===== src/rtl/master_mem_control.sv =====
// Tile address generator: drives 16 skewed lane addresses row by row over a
// rows x cols tile, then pulses done for one cycle before returning to idle.
module master_mem_control (
  input  logic         clk,
  input  logic         reset,
  input  logic         active,
  input  logic [7:0]   base_addr,
  input  logic [4:0]   num_row,
  input  logic [4:0]   num_col,
  output logic [127:0] out_addr,
  output logic         done
);

  typedef enum logic [1:0] {IDLE, RUN, DONE} state_t;

  state_t       r_state, w_state_nxt;
  logic [4:0]   r_step, w_step_nxt;
  logic [7:0]   r_base, w_base_nxt;
  logic [4:0]   r_rows, w_rows_nxt;
  logic [4:0]   r_cols, w_cols_nxt;
  logic [4:0]   w_row_clamp, w_col_clamp;
  logic [5:0]   w_last;
  logic [127:0] w_addr_nxt;

  assign w_row_clamp = (num_row > 5'd16) ? 5'd16 : num_row;
  assign w_col_clamp = (num_col > 5'd16) ? 5'd16 : num_col;
  assign w_last      = {1'b0, r_rows} + {1'b0, r_cols} - 6'd2;

  // NOTE: every signal gets a default before the case so no path leaves it unassigned (no latches).
  always_comb begin
    w_state_nxt = r_state;
    w_step_nxt  = r_step;
    w_base_nxt  = r_base;
    w_rows_nxt  = r_rows;
    w_cols_nxt  = r_cols;
    case (r_state)
      IDLE, DONE: begin
        if (r_state == DONE) w_state_nxt = IDLE;
        if (active) begin
          w_base_nxt  = base_addr;
          w_rows_nxt  = w_row_clamp;
          w_cols_nxt  = w_col_clamp;
          w_step_nxt  = 5'd0;
          w_state_nxt = (w_row_clamp == 5'd0 || w_col_clamp == 5'd0) ? DONE : RUN;
        end
      end
      RUN: begin
        if ({1'b0, r_step} == w_last) begin
          w_state_nxt = DONE;
          w_step_nxt  = 5'd0;
        end else begin
          w_step_nxt = r_step + 5'd1;
        end
      end
      default: w_state_nxt = IDLE;
    endcase
  end

  // Outputs are computed from the post-edge state so they register in step.
  always_comb begin
    w_addr_nxt = '0;
    if (w_state_nxt == RUN) begin
      for (int i = 0; i < 16; i++) begin
        if (5'(i) < w_cols_nxt && w_step_nxt >= 5'(i) &&
            (w_step_nxt - 5'(i)) < w_rows_nxt)
          w_addr_nxt[8*i +: 8] = w_base_nxt + {3'b000, w_step_nxt - 5'(i)};
      end
    end
  end

  // NOTE: sequential state uses non-blocking assignments so all registers update together.
  always_ff @(posedge clk or posedge reset) begin
    if (reset) begin
      r_state  <= IDLE;
      r_step   <= '0;
      r_base   <= '0;
      r_rows   <= '0;
      r_cols   <= '0;
      out_addr <= '0;
      done     <= 1'b0;
    end else begin
      r_state  <= w_state_nxt;
      r_step   <= w_step_nxt;
      r_base   <= w_base_nxt;
      r_rows   <= w_rows_nxt;
      r_cols   <= w_cols_nxt;
      out_addr <= w_addr_nxt;
      done     <= (w_state_nxt == DONE);
    end
  end

endmodule


===== config.mk =====
export PLATFORM = sky130hd
export DESIGN_NAME = master_mem_control
export DESIGN_NICKNAME = d
export VERILOG_FILES = /design/src/rtl/master_mem_control.sv
export SDC_FILE = /design/constraint.sdc
export NUM_CORES = 1
export LEC_CHECK = 0
export BUFFER_PORTS_ARGS = -buffer_cell sky130_fd_sc_hd__buf_2
export CORE_ASPECT_RATIO = 0.9
export CORE_UTILIZATION = 54
export CTS_BUF_LIST = sky130_fd_sc_hd__clkbuf_2
export DETAILED_ROUTE_END_ITERATION = 7
export PLACE_DENSITY_LB_ADDON = 0.12
export SYNTH_ARGS = -nofsm -noshare
export SYNTH_HDL_FRONTEND = slang
export SYNTH_SLANG_ARGS = --single-unit
export TNS_END_PERCENT = 50

===== constraint.sdc =====
create_clock -name clk -period 6.1 [get_ports clk]
set_clock_uncertainty 0.2 [all_clocks]
set_input_delay 0.305 -clock clk [delete_from_list [all_inputs] [get_ports clk]]
set_output_delay 0.305 -clock clk [all_outputs]
set_load 0.01 [all_outputs]

==> results of run 1 <==
[worst max-delay path by stage]
stage	to	slack [ps]	start
floorplan	out_addr[90]$_DFF_PP0_	260	r_rows[1]$_DFF_PP0_
global placement	out_addr[84]$_DFF_PP0_	410	r_rows[1]$_DFF_PP0_
detailed placement	out_addr[83]$_DFF_PP0_	300	r_rows[1]$_DFF_PP0_
CTS	out_addr[84]$_DFF_PP0_	280	r_rows[1]$_DFF_PP0_
global route	out_addr[92]$_DFF_PP0_	20	r_cols[1]$_DFF_PP0_
finish	out_addr[94]$_DFF_PP0_	370	r_rows[1]$_DFF_PP0_
[cell type report]
cell class	instances	area, µm²
diodes	1	2.50
clock buffers	17	85.1
clock inverters	15	135
fillers	1606	6660
inverters	54	208
multi-input cells	817	6260
flip-flops and latches	154	3850
well taps	245	307
repair buffers	200	1180
[worst reg2reg max path, cell delays in order (launching register included)]
cell and delay, ps:
dfrtp_1 390, inv_1 50, ha_1 280, inv_1 60, ha_1 160, inv_1 50, fa_1 410, nand3b_1 200
and3_1 260, nor4_4 370, nand2_1 170, a32oi_1 290, inv_1 220, ha_1 320, a21boi_0 190, or2_2 350
xnor2_1 220, ha_1 280, and4_1 190, a211o_1 290, a211oi_1 240, o311ai_2 270, nor3_1 230
[layer usage]
metal / global-route usage / wire [µm] / share of wire
met5: 0 / 0 / 0
met2: 0.481 / 13600 / 0.44
met4: 0.117 / 973 / 0.031
met3: 0.0707 / 2180 / 0.070
met1: 0.452 / 14300 / 0.46
[flip-flops by register name, summed over array words and instances, names as in the netlist]
name / flops
out_addr: 128
r_cols: 5
r_rows: 5
r_state: 2
r_step: 5
r_base: 8
done: 1
[kinds of logic (layout without fill, tap and decap cells)]
family,count (synthesis),count (layout),synth area share
XOR/XNOR,103,103,0.0873
buffers and inverters,88,286,0.0361
other,0,1,0
adder cells (fa/ha/maj),131,131,0.160
flip-flops,154,154,0.367
AND/OR/NAND/NOR,342,342,0.178
AO/OA/AOI/OAI,234,234,0.163
multiplexers,7,7,0.00728
[stage by stage]
| stage | util | setup slack (ps) |
|---|---|---|
| after global routing | 0.644 | 16.9 |
| after detailed placement | 0.619 | 304 |
| after floorplan | - | 257 |
| after global placement | 0.619 | 414 |
| after CTS | 0.643 | 276 |
| final | 0.644 | 374 |
[repair_timing]
action	4_1_cts	5_1_grt
buffers inserted	0	1
setup endpoints to repair	0	21
hold endpoints to repair	123	0
resized for setup	0	1
hold buffers	22	0
[synth_stat cells, types with 3 or more instances]
library cell,count
a2111oi_4,3
a211oi_1,5
a21boi_0,6
a21o_1,21
a21oi_1,74
a22o_1,3
a311oi_2,3
a31oi_1,4
a41oi_1,3
and2_1,12
and3_1,5
and4_1,4
buf_2,18
buf_6,3
clkbuf_1,11
dfrtp_1,154
fa_1,5
ha_1,126
inv_1,49
inv_2,5
mux2i_1,5
nand2_1,69
nand2b_1,12
nand3_1,16
nand4_1,11
nand4bb_1,3
nor2_1,40
nor2b_1,22
nor3_1,82
nor3b_1,7
nor4_1,21
nor4_2,3
nor4b_1,11
nor4bb_1,3
o211ai_1,8
o211ai_2,3
o21a_1,18
o21ai_0,42
or2_2,6
or3_1,3
xnor2_1,74
xor2_1,28
==> impl_metrics.csv, run 1 <==
group,metric,value,unit
run_status,run_status,"finished, final reports clean",
critical_path,slowest_delay,410,ps
die,start_util,0.561,
clock_network,clock_path_buffers,2,
logic_synthesis,yosysTopAreaCellShare,0.367,
critical_path,r2r-end,"out_addr[94]$_DFF_PP0_",
logic_synthesis,yosys.area.top_type,"dfrtp_1",
die,ios,150,
critical_path,path_cells,"inv_1 > ha_1 > inv_1 > ha_1 > inv_1 > fa_1 > nand3b_1 > and3_1 > nor4_4 > nand2_1 > a32oi_1 > inv_1 > ha_1 > a21boi_0 > or2_2 > xnor2_1 > ha_1 > and4_1 > a211o_1 > a211oi_1 > o311ai_2 > nor3_1",
sta,hold_viol,0,
hold_path,min_from,"base_addr[2]",
critical_path,crit_fanout,8,
routing,wirelength,31000,µm
clock_network,ctsHtreeMaxLevel,4,
grt,grt_pass1_wl,48100,µm
layout,nets,1396,
logic_synthesis,syn_avg_cell_area,9.90,µm²
die,die_h,134,µm
critical_path,cp-end-kind,"flop",
layout,final_cell_mix,"dfrtp_1 (154), buf_2 (149), ha_1 (126)",
hold_path,hold_path_class,"input pin to flop",
grt,grt_usage,0.320,
critical_path,critPathRequiredTime,6590,ps
layout,final_cells,1503,
critical_path,crit_family,"simple AND/OR/NAND/NOR gates",
sta,hold_slack,123,ps
place,io_buffers,149,
sta,setup_tns,0,ps
logic_synthesis,syn_area,10500,µm²
clock_network,worstSkewPairLatency,770,ps
critical_path,critPathLaunchType,"flop",
critical_path,critPathSlowestCell,"fa_1",
sta,tightest_slew,1080,ps
routing,drtAntennaViolNets,0,
place,gp_congestion,1.00,
critical_path,r2r-start,"r_rows[1]$_DFF_PP0_",
logic_synthesis,seq_area_frac_synth,0.367,
critical_path,arrival,6220,ps
critical_path,r2r_slack,370,ps
layout,final_common_cell,"dfrtp_1",
clock_network,cts_tree,"yes",
logic_synthesis,synth_area_leaders,"dfrtp_1 (37%), ha_1 (15%), xnor2_1 (6.2%)",
layout,design_area,12000,µm²
grt,grt_overflow,0,
sta,rsz0062_at_grt,"false",
layout,areaGrowthSynthToFinish,14.8,%
die,core-area,18700,µm²
sta,finalSetupViolCount,0,
routing,firstDrtPassIters,5,
grt,grt_pass1_vias,8555,
sta,drv_slew,0,
logic_synthesis,synth-seq-cells,154,
logic_synthesis,synth_cells,1059,
routing,first_iter_violations,643,
routing,wire_per_inst,20.6,µm
grt,antenna_found_initial,1,
logic_synthesis,async_flop_share,1.00,
logic_synthesis,synth_edf_count,0,
grt,grt_start_max_net_pins,87,
clock_network,clk_pin_slew,250,ps
logic_synthesis,ys_types,89,
die,die_x,149,µm
logic_synthesis,synth_nets,1211,
critical_path,cp.depth,22,
critical_path,crit_buf_inv,4,
place,place_area,11600,µm²
sta,min_period_over_period,0.939,
logic_synthesis,ys_warn_count,0,
clock_network,numClockSinks,154,
routing,via_per_inst,5.89,
sta,layout_min_cycle_time,5730,ps
logic_synthesis,ys.flop_type,"dfrtp_1",
layout,layout-drive-gt1-share,0.200,
routing,drc_errors,0,
die,die-area,20000,µm²
critical_path,crit_type,"flop to flop",
hold_path,hold_depth,3,
routing,vias,8850,
clock_network,cts_made_buffers,17,
clock_network,cts-root-buf,"clkbuf_2",
sta,max_clock_freq,175,MHz
sta,relSlewSlack,0.276,
critical_path,reg2reg_depth,22,
place,placed_cells,1447,
die,num_rows,47,
place,post-dp-hpwl,22200,µm
job,cap_violations,0,
hold_path,hold_end,"r_base[2]$_DFF_PP0_",
Power of run 1 is left out: the tool's default activity adds up to more than one toggle a clock period on the data nets, which glitch-free logic cannot reach.
==> run 2: changes to the inputs <==
Settings changed: BUFFER_PORTS_ARGS -buffer_cell sky130_fd_sc_hd__buf_2 to -buffer_cell sky130_fd_sc_hd__clkbuf_2.
==> run 2 against run 1 <==
Net effect: cell area is essentially flat; wire length shrank 0.29%; clock-buffer cell count grew 2; hold slack lost 92 ps; critical path depth shrank 1; register-to-register slack is essentially flat; core utilization is essentially flat; die area is the same; cell count shrank 0.20%; critical path type unchanged; critical endpoint is now out_addr[87]$_DFF_PP0_.
==> impl_metrics.csv, run 2 (synthesis results as in run 1) <==
group,metric,value,unit
sta,drv_slew,0,
layout,final_cell_mix,"clkbuf_2 (168), dfrtp_1 (154), ha_1 (126)",
clock_network,cts_tree,"yes",
grt,use_met1,0.468,
layout,regMostFlops,"out_addr",
sta,finalSetupViolCount,0,
routing,first_iter_violations,716,
clock_network,cts_made_buffers,17,
sta,max_clock_freq,175,MHz
grt,grt_pass1_wl,47800,µm
layout,largest_reg_flops,128,
die,die-area,20000,µm²
grt,gr-usage-met3,0.0558,
sta,relSlewSlack,0.265,
critical_path,arrival,6230,ps
grt,grt_usage,0.319,
layout,areaGrowthSynthToFinish,14.8,%
routing,wirelength,30900,µm
place,gp_congestion,0.971,
sta,setup_tns,0,ps
die,die_h,134,µm
clock_network,worstSkewPairLatency,770,ps
clock_network,cts-root-buf,"clkbuf_2",
die,start_util,0.561,
layout,layout-drive-gt1-share,0.205,
sta,min_period_over_period,0.937,
clock_network,ctsHtreeMaxLevel,4,
critical_path,crit_fanout,8,
layout,finish.utilization,0.644,
layout,fillers,1576,
grt,grt_pass1_vias,8310,
critical_path,critPathLaunchType,"flop",
clock_network,clk_pin_slew,250,ps
die,ios,150,
place,io_buffers,149,
routing,drc_errors,0,
routing,via_per_inst,5.90,
die,core-area,18700,µm²
critical_path,crit_type,"flop to flop",
routing,firstDrtPassIters,5,
layout,final_common_cell,"clkbuf_2",
sta,hold_viol,0,
layout,largestRegisters,"out_addr x128, r_base x8",
grt,antenna_found_initial,1,
critical_path,critPathRequiredTime,6620,ps
grt,grt_use_met2,0.479,
critical_path,cp-end-kind,"flop",
grt,grt_start_max_net_pins,91,
grt,grt_overflow,0,
layout,nets,1393,
hold_path,hold_path_class,"input pin to async pin",
critical_path,reg2reg_depth,21,
clock_network,numClockSinks,154,
clock_network,cts_setup_buffers,0,
routing,wire_per_inst,20.6,µm
routing,drtAntennaViolNets,0,
die,die_x,149,µm
routing,vias,8856,
place,post-dp-hpwl,22100,µm
run_status,run_status,"finished, final reports clean",
job,cap_violations,0,
clock_network,clock_path_buffers,2,
sta,tightest_slew,1100,ps
die,num_rows,47,
sta,layout_min_cycle_time,5710,ps
grt,top_usage_layer,"met2",
sta,rsz0062_at_grt,"false",
[run 2: changes by cell type in the layout (fill, tap and decap cells not counted), moves of 2 or more]
cell,delta
clkbuf_2,+151
buf_2,-149
dlygate4sd3_1,-4
clkinv_2,-3
clkinv_1,-2
clkinvlp_4,+2
[run 2: worst max-delay path, cell delays in order (launching register included)]
cell,delay (ps)
dfrtp_1,400
inv_1,50
ha_1,280
inv_1,60
ha_1,150
inv_1,50
fa_1,410
nand3b_1,190
and3_1,240
nor4_2,310
nand2_1,180
a32oi_1,370
buf_4,260
ha_1,300
xnor2_1,230
inv_1,130
ha_1,310
nand4_1,120
o32ai_1,110
or4b_4,570
a2111oi_4,520
and3_1,240
[run 2: per-stage QoR]
stage	std cells	area [µm²]	setup slack [ps]	hold WS [ps]
after global placement	1449	11600	692	257
after detailed placement	1449	11600	487	271
final	1500	12000	387	31.4
after floorplan	1059	10500	257	241
after CTS	1499	12000	484	14.5
after global routing	1500	12000	28.1	19.4
[run 2: worst paths after layout]
kind / startpoint / to / slack, ps
max in group asynchronous: reset / out_addr[32]$_DFF_PP0_ / 4360
min reg2reg: r_rows[4]$_DFF_PP0_ / r_rows[4]$_DFF_PP0_ / 450
max: r_rows[1]$_DFF_PP0_ / out_addr[87]$_DFF_PP0_ / 390
min: reset / out_addr[104]$_DFF_PP0_ / 30
max reg2reg: r_rows[1]$_DFF_PP0_ / out_addr[87]$_DFF_PP0_ / 390
min in group clk: num_row[2] / r_rows[2]$_DFF_PP0_ / 60
[run 2: area by class of cell]
| type | count | area, µm² | area share |
|---|---|---|---|
| tap | 245 | 307 | 0.0255 |
| timing repair buffer | 197 | 1150 | 0.0956 |
| antenna | 1 | 2.50 | 0.000208 |
| inverter | 54 | 208 | 0.0173 |
| sequential | 154 | 3850 | 0.320 |
| multi-input combinational | 817 | 6260 | 0.520 |
| clock buffer | 19 | 95.1 | 0.00790 |
| clock inverter | 13 | 158 | 0.0131 |
[run 2: repair_timing]
item | CTS | global route
endpoints found under the hold margin | 126 | 0
hold buffers | 18 | 0
gates resized for setup | 0 | 2
setup endpoints to repair | 0 | 3
[run 2: routing by layer]
metal / vias to the layer above / share of wire
met2: 332 / 0.44
met4: 0 / 0.025
met3: 45 / 0.064
met5: - / 0
li1: 4185 / -
met1: 4294 / 0.47
Power of run 2 is left out for the same reason.
